<file path="config.mk">
export PLATFORM = sky130hd
export DESIGN_NAME = visumon_debug_arbiter_flat
export DESIGN_NICKNAME = d
export VERILOG_FILES = /design/src/rtl/visumon_debug_arbiter_pkg.sv /design/src/rtl/visumon_debug_arbiter_if.sv /design/src/rtl/visumon_rr_arbiter.sv /design/src/rtl/visumon_debug_arbiter.sv /design/src/flat_wrapper.sv
export SDC_FILE = /design/constraint.sdc
export NUM_CORES = 1
export LEC_CHECK = 0
export CAP_MARGIN = 20
export CORE_AREA = 5 5 72 74
export CTS_CLUSTER_DIAMETER = 100
export DETAILED_ROUTE_END_ITERATION = 6
export DIE_AREA = 0 0 77 79
export PLACE_DENSITY_LB_ADDON = 0.05
export SYNTH_ARGS = -nofsm -noshare
export SYNTH_HDL_FRONTEND = slang
export SYNTH_SLANG_ARGS = --single-unit
</file>
<file path="constraint.sdc">
create_clock -name i_clk25Mhz -period 3.4 [get_ports i_clk25Mhz]
set_input_delay 0.68 -clock i_clk25Mhz [delete_from_list [all_inputs] [get_ports i_clk25Mhz]]
set_output_delay 0.68 -clock i_clk25Mhz [all_outputs]
set_load 0.01 [all_outputs]
</file>
<file path="src/rtl/visumon_debug_arbiter_pkg.sv">
// rtl/visumon_debug_arbiter_pkg.sv - debug-LED payload types and defaults shared by the visuMon debug path
package visumon_debug_arbiter_pkg;

    localparam int LED_COUNT_DEFAULT = 32;
    localparam int LED_NO_W          = 8;

    typedef enum logic [2:0] {
        COLOR_OFF,
        COLOR_RED,
        COLOR_GREEN,
        COLOR_BLUE,
        COLOR_YELLOW,
        COLOR_CYAN,
        COLOR_MAGENTA,
        COLOR_WHITE
    } color_t;

    typedef struct packed {
        logic [LED_NO_W-1:0] led_no;
        color_t              color;
        logic                status;
    } debug_info_t;

endpackage

</file>
<file path="src/rtl/visumon_debug_arbiter_if.sv">
// rtl/visumon_debug_arbiter_if.sv - requester-side request/ack bundle plus the visuMon write strobe
interface visumon_debug_arbiter_if
    import visumon_debug_arbiter_pkg::*;
#(
    parameter int NUM_REQ = 4
);
    logic        [NUM_REQ-1:0] i_req;
    debug_info_t [NUM_REQ-1:0] i_debugInfo;
    logic        [NUM_REQ-1:0] o_ack;
    logic                      o_err;
    logic                      o_cs;
    debug_info_t               o_debugInfo;
    logic                      o_busy;

    modport master (
        output i_req, i_debugInfo,
        input  o_ack, o_err, o_cs, o_debugInfo, o_busy
    );

    modport slave (
        input  i_req, i_debugInfo,
        output o_ack, o_err, o_cs, o_debugInfo, o_busy
    );
endinterface

</file>
<file path="src/rtl/visumon_rr_arbiter.sv">
// rtl/visumon_rr_arbiter.sv - combinational round-robin pick: first request at or after ptr, wrapping
module visumon_rr_arbiter #(
    parameter int NUM_REQ = 4,
    parameter int PW      = $clog2(NUM_REQ)
) (
    input  logic [NUM_REQ-1:0] req,
    input  logic [PW-1:0]      ptr,
    output logic [NUM_REQ-1:0] grant,
    output logic [PW-1:0]      idx,
    output logic               any
);
    logic          found;
    logic [PW:0]   sum;
    logic [PW-1:0] cand;

    always_comb begin
        grant = '0;
        idx   = '0;
        found = 1'b0;
        sum   = '0;
        cand  = '0;
        any   = |req;
        for (int i = 0; i < NUM_REQ; i++) begin
            // One spare bit keeps ptr+i from overflowing before the modulo wrap.
            sum = {1'b0, ptr} + (PW+1)'(i);
            if (sum >= (PW+1)'(NUM_REQ)) begin
                sum = sum - (PW+1)'(NUM_REQ);
            end
            cand = sum[PW-1:0];
            if (!found && req[cand]) begin
                found       = 1'b1;
                grant[cand] = 1'b1;
                idx         = cand;
            end
        end
    end
endmodule

</file>
<file path="src/rtl/visumon_debug_arbiter.sv">
// rtl/visumon_debug_arbiter.sv - round-robin funnel of debug-LED updates into visuMon's chip-select write port
module visumon_debug_arbiter
    import visumon_debug_arbiter_pkg::*;
#(
    parameter int NUM_REQ    = 4,
    parameter int CS_CYCLES  = 1,
    parameter int GAP_CYCLES = 2,
    parameter int LED_COUNT  = LED_COUNT_DEFAULT
) (
    input  logic                   i_clk25Mhz,
    input  logic                   i_reset,
    visumon_debug_arbiter_if.slave bus
);
    typedef enum logic [1:0] {
        ST_IDLE,
        ST_WRITE,
        ST_GAP
    } state_t;

    localparam int PW   = $clog2(NUM_REQ);
    localparam int CMAX = (CS_CYCLES > GAP_CYCLES) ? CS_CYCLES : GAP_CYCLES;
    localparam int CW   = (CMAX > 1) ? $clog2(CMAX) : 1;

    localparam logic [CW-1:0] CS_LAST  = CW'(CS_CYCLES - 1);
    localparam logic [CW-1:0] GAP_LAST = (GAP_CYCLES > 0) ? CW'(GAP_CYCLES - 1) : '0;
    localparam state_t        AFTER_CS = (GAP_CYCLES > 0) ? ST_GAP : ST_IDLE;

    state_t               state_q, state_d;
    logic [PW-1:0]        ptr_q, ptr_d;
    logic [CW-1:0]        cnt_q, cnt_d;
    debug_info_t          payload_q, payload_d;
    logic [NUM_REQ-1:0]   ack_q, ack_d;
    logic                 err_q, err_d;
    logic                 cs_q, cs_d;
    logic                 busy_q, busy_d;

    logic [NUM_REQ-1:0]   grant;
    logic [PW-1:0]        grant_idx;
    logic                 grant_any;
    debug_info_t          gnt_info;
    logic                 in_range;
    logic [PW-1:0]        ptr_next;

    visumon_rr_arbiter #(
        .NUM_REQ (NUM_REQ),
        .PW      (PW)
    ) u_rr (
        .req   (bus.i_req),
        .ptr   (ptr_q),
        .grant (grant),
        .idx   (grant_idx),
        .any   (grant_any)
    );

    assign gnt_info = bus.i_debugInfo[grant_idx];
    assign in_range = int'(gnt_info.led_no) < LED_COUNT;
    assign ptr_next = (grant_idx == PW'(NUM_REQ - 1)) ? '0 : grant_idx + PW'(1);

    always_comb begin
        state_d   = state_q;
        ptr_d     = ptr_q;
        cnt_d     = cnt_q;
        payload_d = payload_q;
        ack_d     = '0;
        err_d     = 1'b0;
        cs_d      = cs_q;
        case (state_q)
            ST_IDLE: begin
                cs_d = 1'b1;
                if (grant_any) begin
                    payload_d = gnt_info;
                    ptr_d     = ptr_next;
                    ack_d     = grant;
                    cnt_d     = '0;
                    if (in_range) begin
                        state_d = ST_WRITE;
                        cs_d    = 1'b0;
                    end else begin
                        // Out-of-range LEDs are acked and dropped; the gap still applies.
                        err_d   = 1'b1;
                        state_d = AFTER_CS;
                    end
                end
            end
            ST_WRITE: begin
                if (cnt_q == CS_LAST) begin
                    cnt_d   = '0;
                    cs_d    = 1'b1;
                    state_d = AFTER_CS;
                end else begin
                    cnt_d = cnt_q + CW'(1);
                end
            end
            ST_GAP: begin
                if (cnt_q == GAP_LAST) begin
                    cnt_d   = '0;
                    state_d = ST_IDLE;
                end else begin
                    cnt_d = cnt_q + CW'(1);
                end
            end
            default: begin
                state_d = ST_IDLE;
                cs_d    = 1'b1;
                cnt_d   = '0;
            end
        endcase
        busy_d = (state_d != ST_IDLE);
    end

    always_ff @(posedge i_clk25Mhz or negedge i_reset) begin
        if (!i_reset) begin
            state_q   <= ST_IDLE;
            ptr_q     <= '0;
            cnt_q     <= '0;
            payload_q <= '0;
            ack_q     <= '0;
            err_q     <= 1'b0;
            cs_q      <= 1'b1;
            busy_q    <= 1'b0;
        end else begin
            state_q   <= state_d;
            ptr_q     <= ptr_d;
            cnt_q     <= cnt_d;
            payload_q <= payload_d;
            ack_q     <= ack_d;
            err_q     <= err_d;
            cs_q      <= cs_d;
            busy_q    <= busy_d;
        end
    end

    assign bus.o_ack       = ack_q;
    assign bus.o_err       = err_q;
    assign bus.o_cs        = cs_q;
    assign bus.o_debugInfo = payload_q;
    assign bus.o_busy      = busy_q;
endmodule

</file>
<file path="src/flat_wrapper.sv">
// flat-port wrapper written by rule: the top's interface ports become plain ports
module visumon_debug_arbiter_flat import visumon_debug_arbiter_pkg::*;
#(
    parameter int NUM_REQ    = 4,
    parameter int CS_CYCLES  = 1,
    parameter int GAP_CYCLES = 2,
    parameter int LED_COUNT  = LED_COUNT_DEFAULT
)
  (i_clk25Mhz, i_reset, bus_i_req, bus_i_debugInfo, bus_o_ack, bus_o_err, bus_o_cs, bus_o_debugInfo, bus_o_busy);
  visumon_debug_arbiter_if #(.NUM_REQ(NUM_REQ)) bus_i ();
  input  logic i_clk25Mhz;
  input  logic i_reset;
  input wire logic [$bits(bus_i.i_req)-1:0] bus_i_req;
  input wire logic [$bits(bus_i.i_debugInfo)-1:0] bus_i_debugInfo;
  output wire logic [$bits(bus_i.o_ack)-1:0] bus_o_ack;
  output wire logic [$bits(bus_i.o_err)-1:0] bus_o_err;
  output wire logic [$bits(bus_i.o_cs)-1:0] bus_o_cs;
  output wire logic [$bits(bus_i.o_debugInfo)-1:0] bus_o_debugInfo;
  output wire logic [$bits(bus_i.o_busy)-1:0] bus_o_busy;
  assign bus_i.i_req = bus_i_req;
  assign bus_i.i_debugInfo = bus_i_debugInfo;
  assign bus_o_ack = bus_i.o_ack;
  assign bus_o_err = bus_i.o_err;
  assign bus_o_cs = bus_i.o_cs;
  assign bus_o_debugInfo = bus_i.o_debugInfo;
  assign bus_o_busy = bus_i.o_busy;
  visumon_debug_arbiter #(.NUM_REQ(NUM_REQ), .CS_CYCLES(CS_CYCLES), .GAP_CYCLES(GAP_CYCLES), .LED_COUNT(LED_COUNT)) u_core (.i_clk25Mhz(i_clk25Mhz), .i_reset(i_reset), .bus(bus_i));
endmodule
</file>
[Word-level counts from Yosys, hierarchy flattened]
Index checks and enable logic that the tools add are counted.
Storage, ports and cells
  register bits: 24
  input port bits: 54
  output and inout bits: 19
  word-level logic and storage cells: 108
Operators by class
  add/sub/neg operators: 9
  magnitude comparators: 14
  equal/unequal tests: 5
  multiplexer cells: 51
  bitwise operators: 4
  reductions and logical operators: 15
Operators with widths (number)
  2-bit two-way mux: 13
  12-bit binary-select mux with 2-bit select: 1
  4-bit two-way mux: 6
  1-bit two-way mux: 19
  2-bit by 3-bit less-than comparator with 1-bit output, second input constant: 5
  12-bit two-way mux: 1
  4-bit bitwise OR: 3
  3-bit >= comparator, second input constant: 3
  1-bit binary-select mux with 2-bit select: 4
  1-bit demux with 2-bit select: 4
  2-bit by 1-bit >= comparator with 1-bit output, second input constant: 4
  8-bit by 6-bit less-than comparator with 1-bit output, second input constant: 1
  2-bit by 1-bit subtractor with 2-bit output, second input constant: 4
  1-bit logical AND: 7
  2-bit by 2-bit adder with 3-bit output, second input constant: 2
  1-bit case mux with 3 select lines: 2
  2-bit case mux with 3 select lines: 1
  2-bit equality test, second input constant: 2
  2-bit AND reduction: 2
  4-bit OR reduction: 1
  2-bit by 1-bit adder with 3-bit output, second input constant: 1
  2-bit by 3-bit >= comparator with 1-bit output, second input constant: 1
  1-bit zero test: 3
  2-bit by 1-bit adder with 2-bit output, second input constant: 1
  other kinds (7): 7

[Longest topological paths before layout]
  depth in word-level cells: 21
  mapped depth: 14
  gate-level depth less buffers: 10

[Cells and area by module]
From an unflattened synthesis, not the netlist that was laid out.
Second synthesis, totals
  cells, all modules: 154
  area, all modules: 1651.6 um2
By module, submodules not included
  visumon_debug_arbiter: instances 1, cells each 103, area each 1204.9 um2, seq. area each 601.8 um2
  visumon_rr_arbiter: instances 1, cells each 51, area each 446.7 um2, seq. area each 0.0 um2

[Least setup slack after synthesis]
Ideal clock, no wire load.
  path type: register -> register
  start point: reg u_core.ptr_q[0]
  end point: reg u_core.state_q[1]
  library setup time: 0.135 ns
  arrival time: 2.787 ns
  required time: 3.265 ns
  setup slack: 0.478 ns
  cell stages (with the launch flop): 13
  buffers on the path: 2
  clock period less this slack: 2.922 ns
  cells stage by stage: dfrtp_1 > buf_4 > inv_1 > ha_1 > buf_6 > mux4_2 > a21oi_2 > a31oi_2 > nor2_8 > mux2i_1 > mux2i_4 > nor3_4 > o22ai_1
On the way
  cells in the longest elaborated chain, start to end: 20
  elaborated cells on any way between the ends: 42
  classes of those cells: add/sub (7); order compare (5); mux (24); reduce/logical (6)
RTL lines
  start, declared: RTL line visumon_debug_arbiter.sv:29  | logic [PW-1:0] ptr_q, ptr_d;
  start signal, assigned: RTL line visumon_debug_arbiter.sv:123  | ptr_q <= ptr_d;
  parallel branches: the longest is 13 deep, another holds 2-bit by 1-bit adder with 3-bit output
  2-bit two-way mux (*): RTL line visumon_rr_arbiter.sv:30  | if (!found && req[cand]) begin
  12-bit binary-select mux with 2-bit select (*): RTL line visumon_debug_arbiter.sv:55  | assign gnt_info = bus.i_debugInfo[grant_idx];
  12-bit two-way mux (not written as such) (*): RTL line visumon_debug_arbiter.sv:55
  8-bit by 6-bit less-than comparator with 1-bit output (*): RTL line visumon_debug_arbiter.sv:56  | assign in_range = int'(gnt_info.led_no) < LED_COUNT;
  2-bit two-way mux (*): RTL line visumon_debug_arbiter.sv:75  | if (in_range) begin
  2-bit two-way mux (*): RTL line visumon_debug_arbiter.sv:70  | if (grant_any) begin
  2-bit case mux with 3 select lines (*): RTL line visumon_debug_arbiter.sv:67  | case (state_q)
  net u_core.state_d[1]: RTL line visumon_debug_arbiter.sv:28  | state_t state_q, state_d;
  end signal, assigned: RTL line visumon_debug_arbiter.sv:122  | state_q <= state_d;
  end, declared: RTL line visumon_debug_arbiter.sv:28
Mark *: on every way through the listed nets, which the timed path passes. The select of a mux whose other input is x is not followed.
A chain may end at the register's enable or synchronous reset.

[Worst setup path in the final report]
  start point: in bus_i_req[3]
  end point: reg u_core.state_q[1]
On the way
  cells in the longest elaborated chain, start to end: 18
  elaborated cells on any way between the ends: 28
  classes of those cells: order compare (1); mux (20); reduce/logical (7)
RTL lines
  start, declared: RTL line flat_wrapper.sv:13  | input wire logic [$bits(bus_i.i_req)-1:0] bus_i_req;
  1-bit binary-select mux with 2-bit select: RTL line visumon_rr_arbiter.sv:30
  1-bit two-way mux (not written as such): RTL line visumon_rr_arbiter.sv:30
  1-bit two-way mux: RTL line visumon_rr_arbiter.sv:30
  1-bit zero test: RTL line visumon_rr_arbiter.sv:30
  1-bit logical AND: RTL line visumon_rr_arbiter.sv:30
  1-bit two-way mux: RTL line visumon_rr_arbiter.sv:30
  1-bit zero test: RTL line visumon_rr_arbiter.sv:30
  1-bit logical AND: RTL line visumon_rr_arbiter.sv:30
  (+3 left out)
  2-bit two-way mux: RTL line visumon_rr_arbiter.sv:30
  12-bit binary-select mux with 2-bit select: RTL line visumon_debug_arbiter.sv:55
  12-bit two-way mux (not written as such): RTL line visumon_debug_arbiter.sv:55
  8-bit by 6-bit less-than comparator with 1-bit output: RTL line visumon_debug_arbiter.sv:56
  2-bit two-way mux: RTL line visumon_debug_arbiter.sv:75
  2-bit two-way mux (*): RTL line visumon_debug_arbiter.sv:70
  2-bit case mux with 3 select lines (*): RTL line visumon_debug_arbiter.sv:67
  net u_core.state_d[1]: RTL line visumon_debug_arbiter.sv:28
The timed path passes the listed nets; every way through them passes the cells marked *. The select of a mux whose other input is x is not followed.

==> results.md <==
Clock network:
- Hold repair after CTS inserted 0 buffers.
- The clock network latency to the later pin of the worst-skew pair is 270 ps.
- Clock tree synthesis found a total of 24 sinks.
- The count of buffers added by post-CTS timing repair for setup is 0.
- TritonCTS created 3 clock buffers.
- In this run the number of H-tree levels came out at 1.
- The number of gates resized after CTS was 0.
- The maximum clock insertion buffer count is 2.
- Clock tree synthesis selected as its root buffer the cell clkbuf_8.
- The clock transition at the registers of the reported paths is 90 ps.
- TritonCTS built the clock tree.

Die:
- For this configuration, the core starts out at a cell density of 42.92%.
- In this run the vertical extent of the chip is 79 µm.
- The die is 77 µm wide.
- The core outline area is 4536 µm².
- After floorplanning, the core was divided into 25 placement rows.
- The floorplan step defined a die boundary enclosing 6083 µm².
- Pin placement for this block handled 73 I/O pins.

Synth:
- The flip-flop cell with the highest count after synthesis is dfrtp_1.
- A synthesized cell averages 9.497 µm².
- Summing the sequential cell areas from Yosys gives 30.91% of the chip area.
- The synthesized netlist net count is 267.
- The count of yosys warnings during synthesis is 0.
- The register bit count reported by yosys is 24.
- The synthesized instance count is 205.
- After synthesis the cells add up to 1947 µm².
- Yosys mapped the design onto 50 distinct sky130hd cell types.
- Counting flops with a built-in enable in the synthesized netlist gives 0.
- Counting flops with an async set or reset pin after synthesis yields a share of 100.0%.

Final layout:
- The utilization after layout is 61.79%.
- The area added between synthesis and finish is 43.96%.
- The antenna diode instance count is 0.
- The cell area after layout is 2803 µm².
- The commonest non-fill, non-tap cell in the layout is clkdlybuf4s50_1.
- In the final design database the tool counted 339 nets.
- Counting the fill cells in the layout gives 403.
- The ratio of cells with drive above 1 in the final layout is 15.22%.
- The post-route non-filler standard cell count is 330.
- The top cell types in the final layout, fill and taps aside, are clkdlybuf4s50_1, mux2i_1, dfrtp_1.

Setup path:
- For flop-to-flop paths, the worst setup slack is 780 ps.
- The worst register-to-register path ends at u_core.state_q[1].
- The buffering stage count on the worst path with inverters included is 2.
- The startpoint of the worst register-to-register path is u_core.ptr_q[1].
- The kind of cell adding the most delay to the critical path is buffers and inverters.
- Walking the worst path, the cells encountered are clkdlybuf4s50_1, and3b_1, o211ai_1, nand2_2, o21ai_4, buf_4, mux2i_1, mux2i_1, nor3_4, o22ai_1.
- The most frequent cell on the critical path is mux2i_1.
- The number of cells on the worst reg-to-reg path is 10.
- The worst setup path is captured at a flop.
- The timing startpoint of the critical path is bus_i_req[3].
- Of all nets on the critical path, the largest fanout is 12.
- The largest stage delay on the critical path is 670 ps.
- The critical path is of the in -> reg type.
- STA puts the critical path data required time at 3540 ps.
- The kind of start point of the critical path is a primary input.
- The largest individual stage delay along the critical path comes from the cell clkdlybuf4s50_1.
- The critical path data arrival time is 3060 ps.

Power and ir drop:
- The proportion of power drawn by flip-flops and latches is 20.1%.
- The internal power component is 1.489 mW.
- The clock network is responsible for 9.9% of the overall power.
- The worst-case IR drop observed on VDD is 414.7 µV.
- The fraction of power consumed by combinational cells is 70.0%.
- For this design the total switching power over the nets is 1.080 mW.
- The reported leakage power is 1.183 nW.
- The switching part of the total is 42.05%.
- In this run the power density over the cells is 916.6 nW/µm².

Routing:
- The violation count after the first detailed-routing iteration is 115.
- The first TritonRoute pass finished after 4 iterations.
- The routed layout has 1754 vias.
- The average vias per placed instance is 5.315.
- After detailed routing, the number of remaining DRC violations is 0.
- After detailed routing, the average wire length per cell comes to 14.49 µm.
- The number of nets still failing antenna checks after routing is 0.
- Wires add up to 4.781 mm.

Flow run:
- Across the run, the number of max-cap violations was 0.

Timing:
- The final critical path takes up 85.97% of the cycle.
- The summed negative setup slack over all endpoints is 0 ps.
- Setup repair after global routing left no endpoint under its margin.
- The slew at the pin closest to its max-slew limit is 606.3 ps.
- The smallest clock period supported by the final layout is computed as 2923 ps.
- The final hold violation count was 0.
- The count of pins over their slew limit came to 0.
- The achievable clock frequency is 0.3421 GHz.
- The relative max-transition margin is 58.53%.
- Between clock sinks in the finished design, the worst skew comes to 4.274 ps.
- Setup violations remaining at the end of the flow were counted as 0.

Place:
- After detailed placement, the total cell area comes to 2731 µm².
- Routability-driven placement finished with a final weighted congestion of 0.8900.
- The number of port buffers is 72.
- Once detailed placement completed, the half-perimeter wirelength came to 3.780 mm.
- The cell total after placement is 326.

Min path:
- The worst-case hold path end point is u_core.bus.o_debugInfo[0].
- The tightest min-delay check is of the reg -> reg type.
- The number of instances on the worst hold path is 2.
- The critical hold path startpoint is u_core.bus.o_debugInfo[0].

Global routing:
- The aggregate global-route resource usage is 15.47%.
- The first-pass GRT wire length is 7.872 mm.
- The maximum number of pins on one net before global-route repair is 25.
- The number of global-route vias before repair is 1671.
- The total congestion overflow after global routing is 0.
- The number of antenna violations at the first check in global routing is 0.

Run status:
- The run finished with clean final reports.
==> worst min-delay path, cell delays in order, from the launching register on <==
cell     delay, ps
dfrtp_1        350
nand2_1         50
o21ai_1         60
==> per-layer routing <==
| metal | track usage (%) | vias up | part of all wire (%) | routed length [µm] |
|---|---|---|---|---|
| met4 | 2.577 | 0 | 0.54 | 26 |
| met2 | 24.87 | 52 | 47 | 2232 |
| met1 | 21.58 | 820 | 47 | 2225 |
| met3 | 3.628 | 2 | 6.2 | 296 |
| met5 | 0 | - | 0 | 0 |
| li1 | - | 880 | - | - |
==> sequential cells by signal, indices dropped and copies added (netlist names) <==
name                    cells
u_core.bus.o_ack            4
u_core.bus.o_busy           1
u_core.bus.o_cs             1
u_core.bus.o_debugInfo     12
u_core.bus.o_err            1
u_core.cnt_q                1
u_core.ptr_q                2
u_core.state_q              2
==> cell families (layout without fill, tap and decap cells) <==
| family | count (synthesis) | count (layout) | synth area share, % |
|---|---|---|---|
| AOI/OAI and AO/OA | 52 | 52 | 19.09 |
| xor gates and xnor gates | 2 | 2 | 0.8999 |
| adders and majority gates | 8 | 8 | 5.142 |
| buffers and inverters | 20 | 91 | 6.041 |
| DFF | 24 | 24 | 30.91 |
| muxes | 38 | 38 | 21.66 |
| and+or+nand+nor | 61 | 61 | 16.26 |
==> through the flow <==
stage	total power, mW	hold WS [ps]	setup slack [ps]
after global placement	2.325	467.5	230.1
after global routing	2.785	525.4	287.2
final	2.569	491.4	476.9
after floorplan	1.794	384.4	478.2
after detailed placement	2.332	475.0	219.4
after CTS	2.598	496.9	491.1
==> final cells by class <==
| cell class | instances | area [µm²] | area share, % |
|---|---|---|---|
| clock buffer | 3 | 41.29 | 1.473 |
| clock inverter | 1 | 30.03 | 1.071 |
| inverter | 3 | 11.26 | 0.4018 |
| multi-input combinational | 161 | 1227 | 43.79 |
| sequential | 24 | 601.8 | 21.47 |
| tap | 54 | 67.56 | 2.411 |
| timing repair buffer | 84 | 823.3 | 29.37 |
==> synth_stat cells, types with 2 or more instances <==
master | count | area share (%)
o211ai_1 | 2 | 0.77
clkbuf_1 | 5 | 0.96
and3b_1 | 2 | 0.90
mux2i_1 | 23 | 12
o21ai_1 | 19 | 4.9
a211oi_1 | 4 | 1.5
ha_1 | 8 | 5.1
a22oi_1 | 4 | 1.5
buf_6 | 3 | 1.7
nor3_1 | 2 | 0.51
nor2_1 | 21 | 4.0
dfrtp_1 | 23 | 30
nor4_1 | 2 | 0.64
buf_4 | 4 | 1.5
a221oi_1 | 4 | 1.8
o21ai_0 | 2 | 0.51
mux2_2 | 13 | 7.5
nand2_1 | 20 | 3.9
buf_2 | 4 | 1.0
inv_1 | 3 | 0.58
nor2b_1 | 3 | 0.96
a21oi_1 | 5 | 1.3
nand2b_1 | 2 | 0.64
==> worst max-delay path by stage <==
stage	cells after the start	slack (ps)	end
6_report	10	480	u_core.state_q[1]
5_1_grt	10	290	u_core.state_q[0]
4_1_cts	10	490	u_core.state_q[1]
3_5_place_dp	10	220	u_core.state_q[1]
3_3_place_gp	10	230	u_core.state_q[0]
2_1_floorplan	12	480	u_core.state_q[1]
==> power groups by stage <==
stage / combinational (mW) / clock (mW) / sequential [mW]
floorplan: 1.23 / 0 / 0.567
global placement: 1.81 / 0 / 0.519
detailed placement: 1.81 / 0 / 0.522
CTS: 1.82 / 0.260 / 0.518
global route: 1.98 / 0.270 / 0.536
finish: 1.80 / 0.254 / 0.516
(Power assumes the default switching activity.)
